`config.mk`:
```
export PLATFORM = sky130hd
export DESIGN_NAME = uart_tx_frame
export DESIGN_NICKNAME = d
export VERILOG_FILES = /design/src/rtl/uart_pkg.sv /design/src/rtl/uart_baud_tick.sv /design/src/rtl/uart_tx_frame.sv
export SDC_FILE = /design/constraint.sdc
export NUM_CORES = 1
export LEC_CHECK = 0
export BUFFER_PORTS_ARGS = -buffer_cell sky130_fd_sc_hd__buf_2
export CAP_MARGIN = 20
export CORE_UTILIZATION = 56
export CTS_CLUSTER_SIZE = 24
export DETAILED_ROUTE_END_ITERATION = 12
export MAX_ROUTING_LAYER = met4
export PLACE_DENSITY = 0.81
export REMOVE_ABC_BUFFERS = 1
export SLEW_MARGIN = 5
export SYNTH_ARGS = -nofsm -noshare
export SYNTH_HDL_FRONTEND = slang
export SYNTH_SLANG_ARGS = --single-unit
```
`constraint.sdc`:
```
create_clock -name clk -period 2.6 [get_ports clk]
set_input_delay 0 -clock clk [delete_from_list [all_inputs] [get_ports clk]]
set_output_delay 0 -clock clk [all_outputs]
set_load 0.01 [all_outputs]
```
`src/rtl/uart_pkg.sv`:
```
// Shared UART definitions: parity encodings, transmit FSM state codes and the
// bit-period helper used by both the TX and RX sides.
package uart_pkg;

    localparam int PARITY_NONE = 0;
    localparam int PARITY_ODD  = 1;
    localparam int PARITY_EVEN = 2;

    typedef logic [2:0] uart_state_t;

    localparam uart_state_t ST_IDLE   = 3'd0;
    localparam uart_state_t ST_START  = 3'd1;
    localparam uart_state_t ST_DATA   = 3'd2;
    localparam uart_state_t ST_PARITY = 3'd3;
    localparam uart_state_t ST_STOP   = 3'd4;
    localparam uart_state_t ST_BREAK  = 3'd5;

    // Clocks per bit, rounded to nearest.
    function automatic int calc_div(input int clk_freq, input int baud);
        return (clk_freq + baud / 2) / baud;
    endfunction

endpackage

```
`src/rtl/uart_baud_tick.sv`:
```
// Bit-period counter: counts 0..DIV-1 while enabled, held at 0 otherwise,
// and flags the last clock of every bit period.
module uart_baud_tick #(
    parameter int DIV = 434,
    localparam int CW = (DIV > 1) ? $clog2(DIV) : 1
) (
    input  logic clk,
    input  logic rst,
    input  logic en_i,
    output logic tick_o
);

    localparam logic [CW-1:0] LAST = CW'(DIV - 1);

    logic [CW-1:0] cnt_q, cnt_d;

    always_comb begin
        cnt_d = cnt_q;
        if (!en_i || cnt_q == LAST) begin
            cnt_d = '0;
        end else begin
            cnt_d = cnt_q + CW'(1);
        end
    end

    always_ff @(posedge clk) begin
        if (rst) begin
            cnt_q <= '0;
        end else begin
            cnt_q <= cnt_d;
        end
    end

    assign tick_o = en_i && (cnt_q == LAST);

endmodule

```
`src/rtl/uart_tx_frame.sv`:
```
// Parametrised UART transmitter: start, DATA_BITS LSB first, optional parity, 1-2 stop bits.
// Line-break generation (tx_break port, BREAK state) is compiled in with `define UART_TX_BREAK_EN.
module uart_tx_frame
    import uart_pkg::*;
#(
    parameter int CLK_FREQ   = 50_000_000,
    parameter int BAUD       = 115200,
    parameter int DATA_BITS  = 8,
    parameter int PARITY     = 0,
    parameter int STOP_BITS  = 1,
    parameter int BREAK_BITS = 11
) (
    input  logic                 clk,
    input  logic                 rst,
    input  logic                 tx_valid,
    output logic                 tx_ready,
    input  logic [DATA_BITS-1:0] tx_data,
    output logic                 tx,
    output logic                 tx_done
`ifdef UART_TX_BREAK_EN
    ,
    input  logic                 tx_break
`endif
);

    localparam int         DIV       = calc_div(CLK_FREQ, BAUD);
    localparam logic [3:0] LAST_DATA = 4'(DATA_BITS - 1);
    localparam logic [3:0] LAST_STOP = 4'(STOP_BITS - 1);

    if (DATA_BITS < 5 || DATA_BITS > 9) begin : g_bad_data_bits
        $error("uart_tx_frame: DATA_BITS must be 5..9");
    end
    if (PARITY < 0 || PARITY > 2) begin : g_bad_parity
        $error("uart_tx_frame: PARITY must be 0, 1 or 2");
    end
    if (STOP_BITS != 1 && STOP_BITS != 2) begin : g_bad_stop_bits
        $error("uart_tx_frame: STOP_BITS must be 1 or 2");
    end
    if (DIV < 4) begin : g_bad_div
        $error("uart_tx_frame: CLK_FREQ/BAUD must give at least 4 clocks per bit");
    end
    if (BREAK_BITS < 1) begin : g_bad_break_bits
        $error("uart_tx_frame: BREAK_BITS must be at least 1");
    end

    uart_state_t          state_q, state_d;
    logic [DATA_BITS-1:0] shift_q, shift_d;
    logic [3:0]           bit_cnt_q, bit_cnt_d;
    logic                 parity_q, parity_d;
    logic                 tx_q, tx_d;
    logic                 done_q, done_d;
    logic                 no_done_q, no_done_d;   // current frame is a break: suppress tx_done
    logic                 tick, baud_en, brk_req, brk_exit;

`ifdef UART_TX_BREAK_EN
    localparam int            BW       = (BREAK_BITS > 1) ? $clog2(BREAK_BITS + 1) : 1;
    localparam logic [BW-1:0] BRK_LAST = BW'(BREAK_BITS - 1);

    logic [BW-1:0] brk_cnt_q, brk_cnt_d;
    logic          brk_min_q, brk_min_d;

    always_comb begin
        brk_cnt_d = brk_cnt_q;
        brk_min_d = brk_min_q;
        if (state_q != ST_BREAK) begin
            brk_cnt_d = '0;
            brk_min_d = 1'b0;
        end else if (tick) begin
            if (brk_cnt_q == BRK_LAST) brk_min_d = 1'b1;
            else                       brk_cnt_d = brk_cnt_q + BW'(1);
        end
    end

    always_ff @(posedge clk) begin
        if (rst) begin
            brk_cnt_q <= '0;
            brk_min_q <= 1'b0;
        end else begin
            brk_cnt_q <= brk_cnt_d;
            brk_min_q <= brk_min_d;
        end
    end

    // Leave as soon as the minimum length is met and the request has dropped.
    assign brk_req  = tx_break;
    assign brk_exit = (state_q == ST_BREAK) && !tx_break &&
                      (brk_min_q || (tick && brk_cnt_q == BRK_LAST));
`else
    assign brk_req  = 1'b0;
    assign brk_exit = 1'b0;
`endif

    // Dropping enable on break exit restarts the bit timer for the stop bits.
    assign baud_en  = (state_q != ST_IDLE) && !brk_exit;
    assign tx_ready = (state_q == ST_IDLE) && !brk_req;
    assign tx       = tx_q;
    assign tx_done  = done_q;

    uart_baud_tick #(.DIV(DIV)) u_baud (
        .clk   (clk),
        .rst   (rst),
        .en_i  (baud_en),
        .tick_o(tick)
    );

    always_comb begin
        state_d   = state_q;
        shift_d   = shift_q;
        bit_cnt_d = bit_cnt_q;
        parity_d  = parity_q;
        tx_d      = tx_q;
        done_d    = 1'b0;
        no_done_d = no_done_q;
        case (state_q)
            ST_IDLE: begin
                tx_d = 1'b1;
                if (brk_req) begin
                    state_d   = ST_BREAK;
                    tx_d      = 1'b0;
                    no_done_d = 1'b1;
                end else if (tx_valid) begin
                    state_d   = ST_START;
                    tx_d      = 1'b0;
                    shift_d   = tx_data;
                    parity_d  = (PARITY == PARITY_ODD) ? ~^tx_data : ^tx_data;
                    no_done_d = 1'b0;
                end
            end
            ST_START: begin
                if (tick) begin
                    state_d   = ST_DATA;
                    tx_d      = shift_q[0];
                    shift_d   = shift_q >> 1;
                    bit_cnt_d = '0;
                end
            end
            ST_DATA: begin
                if (tick) begin
                    if (bit_cnt_q == LAST_DATA) begin
                        bit_cnt_d = '0;
                        if (PARITY != PARITY_NONE) begin
                            state_d = ST_PARITY;
                            tx_d    = parity_q;
                        end else begin
                            state_d = ST_STOP;
                            tx_d    = 1'b1;
                        end
                    end else begin
                        tx_d      = shift_q[0];
                        shift_d   = shift_q >> 1;
                        bit_cnt_d = bit_cnt_q + 4'd1;
                    end
                end
            end
            ST_PARITY: begin
                if (tick) begin
                    state_d = ST_STOP;
                    tx_d    = 1'b1;
                end
            end
            ST_STOP: begin
                if (tick) begin
                    if (bit_cnt_q == LAST_STOP) begin
                        state_d   = ST_IDLE;
                        bit_cnt_d = '0;
                        done_d    = !no_done_q;
                    end else begin
                        bit_cnt_d = bit_cnt_q + 4'd1;
                    end
                end
            end
            ST_BREAK: begin
                if (brk_exit) begin
                    state_d   = ST_STOP;
                    tx_d      = 1'b1;
                    bit_cnt_d = '0;
                end
            end
            default: begin
                state_d = ST_IDLE;
                tx_d    = 1'b1;
            end
        endcase
    end

    always_ff @(posedge clk) begin
        if (rst) begin
            state_q   <= ST_IDLE;
            shift_q   <= '0;
            bit_cnt_q <= '0;
            parity_q  <= 1'b0;
            tx_q      <= 1'b1;
            done_q    <= 1'b0;
            no_done_q <= 1'b0;
        end else begin
            state_q   <= state_d;
            shift_q   <= shift_d;
            bit_cnt_q <= bit_cnt_d;
            parity_q  <= parity_d;
            tx_q      <= tx_d;
            done_q    <= done_d;
            no_done_q <= no_done_d;
        end
    end

endmodule

```
Word-level counts from Yosys, hierarchy flattened --
Cells that the tools add are included.
Word-level totals: register bits after elaboration 26, input port bits 11, output and inout port bits 3, word-level logic and storage cells 68
Operators by class: reduce and logical (&&, ||, !) cells 15, eq/ne operators 15, mux-type cells 25, bitwise gates (word level) 5, add/subtract/negate cells 2
Operator list (number):
- $mux W8 | 4
- $pmux W8 S3 | 1
- $mux W3 | 7
- $mux W4 | 5
- $pmux W3 S6 | 1
- $ne A2 B2 Y1 const B | 8
- $pmux W4 S3 | 1
- $add A9 B1 Y9 const B | 1
- $eq A9 B9 Y1 const B | 1
- $reduce_bool A3 Y1 | 3
- $reduce_and A4 Y1 | 2
- $reduce_and A8 Y1 | 1
- $eq A3 B2 Y1 const B | 2
- $eq A3 B3 Y1 const B | 2
- $mux W1 | 5
- $not A1 Y1 | 5
- $pmux W1 S5 | 1
- $reduce_and A5 Y1 | 1
- $add A4 B1 Y4 const B | 1
- $eq A4 B3 Y1 const B | 1
- $logic_not A4 Y1 | 1
- $reduce_or A2 Y1 | 2
- $reduce_or A4 Y1 | 1
- $eq A3 B1 Y1 const B | 1
- 4 further kinds | 4

Depth between registers and ports, before layout --
Gate-level depths: netlist (run 1).
depth in word-level cells 4, gate-level depth with buffers 8, mapped depth without buffers 7

Modules after synthesis --
From an unflattened synthesis (run 1), not the netlist that was laid out.
Unflattened totals: cell total of the unflattened synthesis 166, area, all modules 1472.7 um^2
Modules (own cells, without submodules):
- uart_tx_frame | instances 1, sequential area each 340.3 um^2, cells each 116, area an instance 1018.5 um^2
- uart_baud_tick | instances 1, sequential area each 180.2 um^2, cells each 50, area an instance 454.2 um^2

Worst setup path before layout (run 1) --
OpenSTA, ideal clock, no wires.
kind register -> register, start point reg u_baud.cnt_q[2], end point reg shift_q[7], required time 2483 ps, slack 694 ps, stages on the path, launching flop included 7, setup time 117 ps, clock period less this slack 1906 ps, buffers on the path 1, data arrival time 1789 ps, cells stage by stage dfxtp_1 > or4b_4 > nor3_4 > buf_2 > a21o_1 > a21oi_1 > a32o_1
Between the ends: word-level cells in the longest chain between the ends 4, elaborated cells between the ends (all ways) 5, those cells by class eq/ne (3); reduce/logical (2)
RTL lines:
- from (decl) | RTL line uart_baud_tick.sv:15 | logic [CW-1:0] cnt_q, cnt_d;
- from (signal assigned) | RTL line uart_baud_tick.sv:30 | cnt_q <= cnt_d;
- $eq A9 B9 Y1 (*) | RTL line uart_baud_tick.sv:34 | assign tick_o = en_i && (cnt_q == LAST);
- $logic_and A1 B1 Y1 (*) | RTL line uart_baud_tick.sv:34
- $ne A2 B2 Y1 (no line)
- $reduce_and A5 Y1 (no line) (*)
- to (signal assigned) | RTL line uart_tx_frame.sv:197 | shift_q <= shift_d;
- to (decl) | RTL line uart_tx_frame.sv:47 | logic [DATA_BITS-1:0] shift_q, shift_d;
Mark *: on every way between the ends. The rest lies on a longest branch, timed or not. A chain may end at the register's enable or synchronous reset.

Final worst setup path (run 1) --
start point reg state_q[1], end point reg bit_cnt_q[3]
Between the ends: word-level cells in the longest chain between the ends 4, elaborated cells between the ends (all ways) 11, those cells by class eq/ne (6); mux (1); reduce/logical (4)
RTL lines:
- from (decl) | RTL line uart_tx_frame.sv:46 | uart_state_t state_q, state_d;
- from (signal assigned) | RTL line uart_tx_frame.sv:196 | state_q <= state_d;
- $reduce_bool A3 Y1 | RTL line uart_tx_frame.sv:94 | assign baud_en = (state_q != ST_IDLE) && !brk_exit;
- $logic_and A1 B1 Y1 | RTL line uart_baud_tick.sv:34
- $ne A2 B2 Y1 (no line)
- $reduce_and A4 Y1 (no line)
- to (signal assigned) | RTL line uart_tx_frame.sv:198 | bit_cnt_q <= bit_cnt_d;
- to (decl) | RTL line uart_tx_frame.sv:48 | logic [3:0] bit_cnt_q, bit_cnt_d;
Several ways; a longest one is shown, not always the timed one.

==> impl_metrics.py, run 1 <==
metrics = {
    "status": {
        "status": "finished, final reports clean",
    },
    "synthesis": {
        "synth.avg_cell_area_um2": 8.88,
        "synth_edf_count": 0,
        "syn_area_mm2": 0.00131,
        "ys_seq_area_share_pct": 39.9,
        "synth_cell_types": 40,
        "synth_common_cells": "dfxtp_1, nor2_1, a21oi_1",
        "async_flop_share_pct": 0,
        "yosysTopAreaCell": "dfxtp_1",
        "ys_warn_count": 0,
        "synthCells": 147,
        "synth_top_area_share_pct": 39.9,
        "yosys.cell_count.top_type": "dfxtp_1",
        "ys_top_cells_by_area": "dfxtp_1, mux2i_1, nor2_1, o2bb2ai_1, a21oi_1",
        "dominantRegCellSynth": "dfxtp_1",
        "synth_seq_cells": 26,
    },
    "cts": {
        "cts_sinks": 26,
        "htree_num_levels": 1,
        "cts-root-buf": "clkbuf_4",
        "cts_tree": "yes",
        "clk_latency_ns": 0.31,
        "clk_pin_slew_ns": 0.14,
        "cts_buffers": 3,
        "clockBufferDepth": 2,
    },
    "place": {
        "hpwl_um": 1920,
        "post-place-ws_ns": 0.520,
        "globalplace.congestion": 0.816,
        "io_buffers": 13,
        "dpl_cell_area_mm2": 0.00139,
    },
    "finish": {
        "multi_input_comb_area_um2": 736,
        "n_fill_cell": 181,
        "diodes": 0,
        "area_delta_synth_final_pct": 17.4,
        "layout-drive-gt1-share_pct": 14.3,
        "regArea_um2": 520,
        "fin_area_mm2": 0.00153,
        "nets": 184,
    },
    "die": {
        "core_area_mm2": 0.00221,
        "fp.dieW_um": 50.3,
        "start_util_pct": 59.0,
        "ios": 14,
        "num_rows": 17,
        "die_h_um": 50.3,
        "die_area_mm2": 0.00253,
    },
    "flow_run": {
        "maxCapViolCount": 0,
    },
    "route": {
        "drc": 0,
        "via_per_inst": 5.83,
        "wl_per_cell_um": 13.7,
        "drtIter0Drc": 25,
        "ant_nets": 0,
        "vias": 1142,
        "wl_um": 2680,
        "drtPass1Iterations": 4,
    },
    "global_routing": {
        "antenna_found_initial": 0,
        "grt_usage_pct": 24.1,
        "grt_overflow_total": 0,
        "grt_pass1_vias": 1077,
        "grt_max_degree": 19,
        "grt_first_pass_wirelength_um": 4560,
    },
    "timing": {
        "hold_violations": 0,
        "fin_ws_ns": 0.471,
        "hold_ws_ns": 0.155,
        "setup_viol": 0,
        "setup-tns-final_ns": 0,
        "slew_headroom_pct": 55.5,
        "clock.fmax_ghz": 0.470,
        "finClkSkew_ns": 0.0108,
        "period_share_pct": 81.9,
        "post-route-min-period_ns": 2.13,
        "rsz0062_at_grt": "no",
        "worstMarginPinSlew_ns": 0.668,
        "maxSlewViolCount": 0,
    },
    "power_and_ir_drop": {
        "power.density_mw_per_mm2": 508,
        "leakagePower_nw": 0.566,
        "power.switching_mw": 0.168,
        "p_total_mw": 0.778,
        "p_seq_share_pct": 54.4,
        "pwr-share-clk_pct": 34.9,
        "switching_share_pct": 21.7,
        "ir_drop_mv": 0.367,
        "internal_power_mw": 0.609,
        "pwr-share-comb_pct": 10.8,
    },
    "worst_setup_path": {
        "crit_chain": "nor3b_2 > a22oi_1 > a21o_1 > or4_1 > a31oi_1",
        "crit_required_ns": 2.85,
        "worstSetupStartpointType": "flip-flop",
        "rr_endpoint": "bit_cnt_q[3]",
        "cp_num_cells": 5,
        "crit_buf_inv": 0,
        "worstSetupPathType": "flip-flop to flip-flop",
        "slowest_delay_ns": 0.59,
        "reg2reg_from": "state_q[1]",
        "path_delay_family": "simple AND/OR/NAND/NOR gates",
        "worstSetupEndpoint": "bit_cnt_q[3]",
        "r2r_setup_slack_ns": 0.47,
        "startpoint": "state_q[1]",
        "path_max_fanout": 13,
        "crit_arrival_ns": 2.38,
        "worst_path_max_delay_cell": "dfxtp_1",
        "r2r_cells": 5,
        "worst_setup_path_end_kind": "flip-flop",
    },
    "worst_hold_path": {
        "hp-class": "input pin to flip-flop",
        "worstHoldPathCells": 5,
    },
}
state kept, by name (all words and copies together) (netlist names):
| name | cells |
|---|---|
| tx_done | 1 |
| bit_cnt_q | 4 |
| u_baud.cnt_q | 9 |
| state_q | 3 |
| tx | 1 |
| shift_q | 8 |
per-layer routing:
layer,global-route usage (%),up-vias,routed length (um)
met5,-,-,0
met4,7.62,0,32
met3,3.64,4,68
met2,42.2,19,1350
met1,27.9,548,1230
li1,-,571,-
power by group through the flow:
| stage | clock (mW) | combinational [mW] | sequential [mW] |
|---|---|---|---|
| after floorplan | 0 | 0.0461 | 0.430 |
| after global placement | 0 | 0.0691 | 0.430 |
| after detailed placement | 0 | 0.0717 | 0.431 |
| after CTS | 0.275 | 0.0822 | 0.423 |
| after global routing | 0.296 | 0.0914 | 0.425 |
| final | 0.271 | 0.0837 | 0.423 |
cell type report:
type	count	share of cell area [%]
multi-input combinational	109	48.0
sequential	26	34.0
timing repair buffer	24	11.1
tap	28	2.29
clock inverter	1	1.96
clock buffer	3	1.47
inverter	5	1.22
what timing repair did:
action / CTS / global route
hold buffers: 9 / 0
resized for setup: 0 / 0
endpoints found under the setup margin: 0 / 0
endpoints found under the hold margin: 11 / 0
buffers inserted: 0 / 0
worst reg2reg max path, delay by kind of cell, from the launching register on:
family	cells	cell delay [ns]
and+or+nand+nor	2	0.90
DFF	1	0.59
AOI/OAI and AO/OA	3	0.57
cell usage in the layout (no fill, tap or decap), drive strengths merged, types with 2 or more instances in the layout:
cell type,Yosys,layout
nand2b,2,2
dfxtp,26,26
nand2,10,10
dlygate4sd3,0,9
nand3,5,5
nor3b,3,3
ha,4,4
nor3,5,5
a21oi,11,11
o2111ai,2,2
xor2,3,3
o21ai,4,4
clkbuf,4,3
nor2,18,18
a21o,2,2
inv,5,5
buf,3,15
xnor2,5,5
mux2i,8,8
o2bb2ai,7,7
or3,3,3
worst min path at each step:
stage / end / startpoint
after global placement: shift_q[7] / tx_data[7]
after floorplan: bit_cnt_q[0] / rst
final: tx / tx_valid
after detailed placement: shift_q[7] / tx_data[7]
after CTS: tx / tx_valid
after global routing: tx / tx_valid
metrics by stage:
| stage | utilization, % | cells |
|---|---|---|
| final | 69.3 | 196 |
| after global routing | 69.3 | 196 |
| after global placement | 62.8 | 183 |
| after floorplan | - | 140 |
| after CTS | 69.3 | 196 |
| after detailed placement | 62.8 | 183 |
cells by family after synthesis:
kind of cell             after synthesis  share of synthesized area (%)
AND/OR/NAND/NOR                       58                           24.6
adder cells (fa/ha/maj)                4                           3.84
AO/OA/AOI/OAI                         31                           16.4
multiplexers                           8                           6.14
buffers and inverters                 12                           3.74
flip-flops                            26                           39.9
XOR/XNOR                               8                           5.37
Note: power is estimated with default switching activity, not from simulation.
==> inputs of run 2 (changes only) <==
--- a/config.mk
+++ b/config.mk
@@ -5,9 +5,10 @@
 export SDC_FILE = /design/constraint.sdc
 export NUM_CORES = 1
 export LEC_CHECK = 0
+export ABC_AREA = 1
 export BUFFER_PORTS_ARGS = -buffer_cell sky130_fd_sc_hd__buf_2
 export CAP_MARGIN = 20
-export CORE_UTILIZATION = 56
+export CORE_UTILIZATION = 57
 export CTS_CLUSTER_SIZE = 24
 export DETAILED_ROUTE_END_ITERATION = 12
 export MAX_ROUTING_LAYER = met4
==> constraint.sdc (replaced) <==
create_clock -name clk -period 2.2 [get_ports clk]
set_input_delay 0 -clock clk [delete_from_list [all_inputs] [get_ports clk]]
set_output_delay 0 -clock clk [all_outputs]
set_load 0.01 [all_outputs]
==> impl_metrics.py, run 2 <==
metrics = {
    "place": {
        "io_buffers": 13,
        "dp.cells": 243,
        "dpl_cell_area_mm2": 0.00151,
        "hpwl_um": 2190,
        "globalplace.congestion": 0.860,
    },
    "synthesis": {
        "synth_top_area_share_pct": 36.5,
        "yosysTopAreaCell": "dfxtp_1",
        "dominantRegCellSynth": "dfxtp_1",
        "synth_cell_types": 29,
        "ys_seq_area_share_pct": 36.5,
        "syn_area_mm2": 0.00143,
        "async_flop_share_pct": 0,
        "ys_warn_count": 0,
        "synth_edf_count": 0,
        "synth.avg_cell_area_um2": 6.99,
        "yosys.cell_count.top_type": "nand2_1",
        "synth_common_cells": "nand2_1, nor2_1, dfxtp_1",
        "synthCells": 204,
        "ys_top_cells_by_area": "dfxtp_1, nand2_1, nor2_1, a21oi_1, inv_1",
        "synth_seq_cells": 26,
    },
    "global_routing": {
        "grt_pass1_vias": 1194,
        "grt_overflow_total": 0,
        "grt_max_degree": 16,
        "antenna_found_initial": 0,
        "grt_usage_pct": 24.6,
        "grt_first_pass_wirelength_um": 4740,
    },
    "finish": {
        "layout-drive-gt1-share_pct": 19.1,
        "diodes": 0,
        "regMostFlops": "u_baud.cnt_q",
        "area_delta_synth_final_pct": 8.95,
        "reg_top3": "u_baud.cnt_q: 9 flops, shift_q: 8 flops, bit_cnt_q: 4 flops",
        "n_fill_cell": 191,
        "layout_common_cells": "nand2_1, nor2_1, dfxtp_1",
        "nets": 237,
        "largest_register_ffs": 9,
        "final_cell_count_no_fill": 248,
        "final_common_cell": "nand2_1",
        "fin_area_mm2": 0.00155,
    },
    "timing": {
        "clock.fmax_ghz": 0.498,
        "maxSlewViolCount": 0,
        "period_share_pct": 91.3,
        "setup_viol": 0,
        "hold_violations": 0,
        "post-route-min-period_ns": 2.01,
        "setup-tns-final_ns": 0,
        "worstMarginPinSlew_ns": 0.524,
        "slew_headroom_pct": 65.0,
        "rsz0062_at_grt": "no",
        "finClkSkew_ns": 0.00803,
    },
    "route": {
        "drc": 0,
        "wl_um": 2920,
        "wl_per_cell_um": 11.8,
        "drtPass1Iterations": 4,
        "vias": 1324,
        "drtIter0Drc": 20,
        "ant_nets": 0,
        "via_per_inst": 5.34,
    },
    "cts": {
        "clk_latency_ns": 0.32,
        "cts_sinks": 26,
        "postCtsSetupBuffers": 0,
        "clk_pin_slew_ns": 0.14,
        "cts_tree": "yes",
        "cts-root-buf": "clkbuf_4",
        "htree_num_levels": 1,
        "cts_buffers": 3,
        "clockBufferDepth": 2,
    },
    "worst_setup_path": {
        "worst_setup_path_end_kind": "flip-flop",
        "crit_arrival_ns": 2.24,
        "worstSetupPathType": "flip-flop to flip-flop",
        "worstSetupStartpointType": "flip-flop",
        "path_max_fanout": 9,
        "crit_required_ns": 2.43,
    },
    "worst_hold_path": {
        "hp-class": "input pin to flip-flop",
    },
    "power_and_ir_drop": {
        "leakagePower_nw": 0.703,
        "power.density_mw_per_mm2": 1340,
        "p_total_mw": 2.09,
        "ir_drop_mv": 1.00,
    },
    "die": {
        "core_area_mm2": 0.00228,
        "start_util_pct": 62.7,
        "fp.dieW_um": 52.0,
        "die_h_um": 52.0,
        "ios": 14,
        "num_rows": 17,
        "die_area_mm2": 0.00271,
    },
    "status": {
        "status": "finished, final reports clean",
    },
    "flow_run": {
        "maxCapViolCount": 0,
    },
}
==> run 2: cell types whose count changed in the layout (fill, tap and decap cells not counted), moves of 4 or more <==
cell / change
nand2_1: +47
inv_1: +10
nor2_1: +9
mux2i_1: -8
o21ai_1: +8
dlygate4sd3_1: -7
o2bb2ai_1: -7
inv_2: +6
nand3_1: +6
nand2_2: +4
nand3_2: +4
xnor2_1: -4
==> run 2: stage by stage <==
stage / setup slack [ns] / utilization, % / hold slack (ns)
finish: 0.191 / 68.3 / 0.00594
global route: 0.0362 / 68.3 / 0.0382
CTS: 0.117 / 68.2 / 0.0119
detailed placement: 0.626 / 66.4 / 0.213
global placement: 0.680 / 66.4 / 0.207
floorplan: 0.803 / - / 0.0624
==> run 2: cell type report <==
| class | instances | area (um^2) | share of cell area (%) |
|---|---|---|---|
| clock buffers | 3 | 22.5 | 1.45 |
| flip-flops and latches | 26 | 522 | 33.6 |
| multi-input cells | 155 | 811 | 52.2 |
| inverters | 21 | 78.8 | 5.07 |
| repair buffers | 15 | 85.1 | 5.48 |
| well taps | 28 | 35.0 | 2.25 |
==> run 2: report_power, final <==
part	switching [mW]	total (mW)	internal, mW
clock	0.140	0.204	0.0642
combinational	0.797	1.19	0.393
sequential	0.0964	0.692	0.595
==> run 2: worst paths after layout <==
check,cells past startpoint,end,start,slack [ns]
max,10,shift_q[7],u_baud.cnt_q[1],0.19
min,5,shift_q[0],tx_data[0],0.006
max reg2reg,10,shift_q[7],u_baud.cnt_q[1],0.19
min reg2reg,1,u_baud.cnt_q[0],u_baud.cnt_q[0],0.47
==> run 2: what timing repair did <==
action | 4_1_cts | 5_1_grt
gates resized for setup | 0 | 1
setup endpoints to repair | 0 | 1
endpoints found under the hold margin | 3 | 0
hold buffers | 2 | 0
==> run 2: critical path: stages, from the launching register on <==
cell	delay (ns)
dfxtp_1	0.36
inv_1	0.06
ha_1	0.12
nand2_1	0.06
nor2_1	0.22
nand3_4	0.16
nand2_4	0.17
nand2_8	0.09
nand2_2	0.08
a21oi_2	0.05
dlygate4sd3_1	0.55
==> run 2: kinds of logic after synthesis <==
family / count (synthesis) / synth area share (%)
buffers and inverters: 23 / 6.67
flip-flops: 26 / 36.5
AO/OA/AOI/OAI: 29 / 12.1
AND/OR/NAND/NOR: 121 / 40.6
XOR/XNOR: 1 / 0.614
adder cells (fa/ha/maj): 4 / 3.51
==> run 2: per-layer routing <==
| layer | GRT usage [%] | wire [um] | vias up |
|---|---|---|---|
| met4 | 12.6 | 43 | 0 |
| met5 | - | 0 | - |
| met3 | 3.80 | 91 | 4 |
| li1 | - | - | 691 |
| met1 | 26.5 | 1300 | 606 |
| met2 | 43.2 | 1490 | 23 |
==> inputs of run 3 (changes only) <==
==> constraint.sdc (replaced) <==
create_clock -name clk -period 1.9 [get_ports clk]
set_input_delay 0 -clock clk [delete_from_list [all_inputs] [get_ports clk]]
set_output_delay 0 -clock clk [all_outputs]
set_load 0.01 [all_outputs]
==> impl_metrics.py, run 3 (same netlist as run 2, synthesis figures left out) <==
metrics = {
    "global_routing": {
        "antenna_found_initial": 0,
        "grt_pass1_vias": 1233,
        "grt_overflow_total": 0,
        "grt_usage_pct": 25.7,
        "grt_first_pass_wirelength_um": 5000,
        "grt_max_degree": 16,
    },
    "route": {
        "wl_per_cell_um": 11.6,
        "via_per_inst": 5.47,
        "drc": 0,
        "vias": 1384,
        "drtPass1Iterations": 4,
        "drtIter0Drc": 70,
        "ant_nets": 0,
        "wl_um": 2920,
    },
    "worst_setup_path": {
        "worst_path_max_delay_cell": "dfxtp_1",
        "slowest_delay_ns": 0.39,
        "crit_arrival_ns": 1.91,
        "worstSetupPathType": "flip-flop to flip-flop",
        "worst_setup_path_end_kind": "flip-flop",
        "path_max_fanout": 11,
        "worstSetupStartpointType": "flip-flop",
        "crit_required_ns": 2.18,
        "crit_chain": "inv_2 > nor2_2 > nand2_2 > nand2_2 > inv_2 > a21oi_4 > nand2_1 > nand2_1 > inv_1 > nor2_1",
    },
    "cts": {
        "cts_hold_buffers": 5,
        "postCtsResizedCells": 0,
        "cts_tree": "yes",
        "postCtsSetupBuffers": 0,
        "cts-root-buf": "clkbuf_4",
        "htree_num_levels": 1,
        "clockBufferDepth": 2,
        "clk_pin_slew_ns": 0.15,
        "cts_sinks": 26,
        "cts_buffers": 3,
        "clk_latency_ns": 0.34,
    },
    "timing": {
        "post-route-min-period_ns": 1.63,
        "rsz0062_at_grt": "no",
        "period_share_pct": 85.7,
        "fin_ws_ns": 0.272,
        "hold_violations": 0,
        "slew_headroom_pct": 74.9,
        "clock.fmax_ghz": 0.614,
        "setup-tns-final_ns": 0,
        "finClkSkew_ns": 0.00650,
        "maxSlewViolCount": 0,
        "worstMarginPinSlew_ns": 0.373,
        "setup_viol": 0,
    },
    "place": {
        "dp.cells": 244,
        "io_buffers": 13,
        "post-place-ws_ns": 0.325,
        "hpwl_um": 2100,
        "globalplace.congestion": 0.879,
    },
    "finish": {
        "reg_top3": "u_baud.cnt_q: 9 flops, shift_q: 8 flops, bit_cnt_q: 4 flops",
        "diodes": 0,
        "n_fill_cell": 186,
        "regMostFlops": "u_baud.cnt_q",
        "layout_common_cells": "nand2_1, nor2_1, dfxtp_1",
        "final_cell_count_no_fill": 253,
        "area_delta_synth_final_pct": 13.6,
        "layout-drive-gt1-share_pct": 19.1,
        "largest_register_ffs": 9,
        "nets": 241,
        "final_common_cell": "nand2_1",
    },
    "die": {
        "core_area_mm2": 0.00228,
        "die_area_mm2": 0.00271,
        "ios": 14,
        "die_h_um": 52.0,
        "start_util_pct": 62.7,
        "fp.dieW_um": 52.0,
        "num_rows": 17,
    },
    "worst_hold_path": {
        "hp-class": "input pin to flip-flop",
    },
    "flow_run": {
        "maxCapViolCount": 0,
    },
    "status": {
        "status": "finished, final reports clean",
    },
    "power_and_ir_drop": {
        "ir_drop_mv": 1.08,
        "leakagePower_nw": 0.732,
        "power.density_mw_per_mm2": 1580,
    },
}
==> run 3: routing by layer <==
metal | vias up | share of wire, % | GRT usage [%] | wire (um)
met5 | - | 0 | - | 0
met4 | 0 | 1.5 | 6.76 | 44
met3 | 6 | 5.8 | 6.14 | 169
met2 | 47 | 49 | 45.9 | 1420
met1 | 630 | 44 | 28.3 | 1290
li1 | 701 | - | - | -
==> run 3: report_power, final <==
group          switching (mW)  internal (mW)
logic                   0.932          0.451
registers               0.107          0.687
clock network           0.177          0.214
==> run 3: area by class of cell <==
cell class                 instances  area, um^2  area share, %
clock buffer                       3        22.5           1.39
clock inverter                     1        30.0           1.85
inverter                          21        78.8           4.86
multi-input combinational        155         811           50.0
sequential                        26         520           32.1
tap                               28        35.0           2.16
timing repair buffer              19         123           7.57
==> run 3: final timing paths <==
path	startpoint	endpoint	slack [ns]	cells after the start
worst min-delay path	tx_data[6]	shift_q[6]	0.003	5
worst max register to register	state_q[1]	bit_cnt_q[2]	0.27	10
worst min register to register	tx	tx	0.49	2
worst max-delay path	state_q[1]	bit_cnt_q[2]	0.27	10
==> run 3: metrics by stage <==
step	area, um^2	hold slack, ns	utilization, %	total power, mW
6_report	1620	0.00330	71.2	2.57
2_1_floorplan	1410	0.0624	-	1.89
4_1_cts	1620	0.00984	71.2	2.56
3_5_place_dp	1520	0.228	66.7	2.16
5_1_grt	1620	0.0428	71.2	2.77
3_3_place_gp	1520	0.213	66.7	2.12
==> run 3: worst max-delay path, delay by kind of cell, from the launching register on <==
kind                   cells  cell delay [ns]
AO/OA/AOI/OAI              1             0.21
buffers and inverters      3             0.29
flip-flops                 1             0.39
AND/OR/NAND/NOR            6             0.68
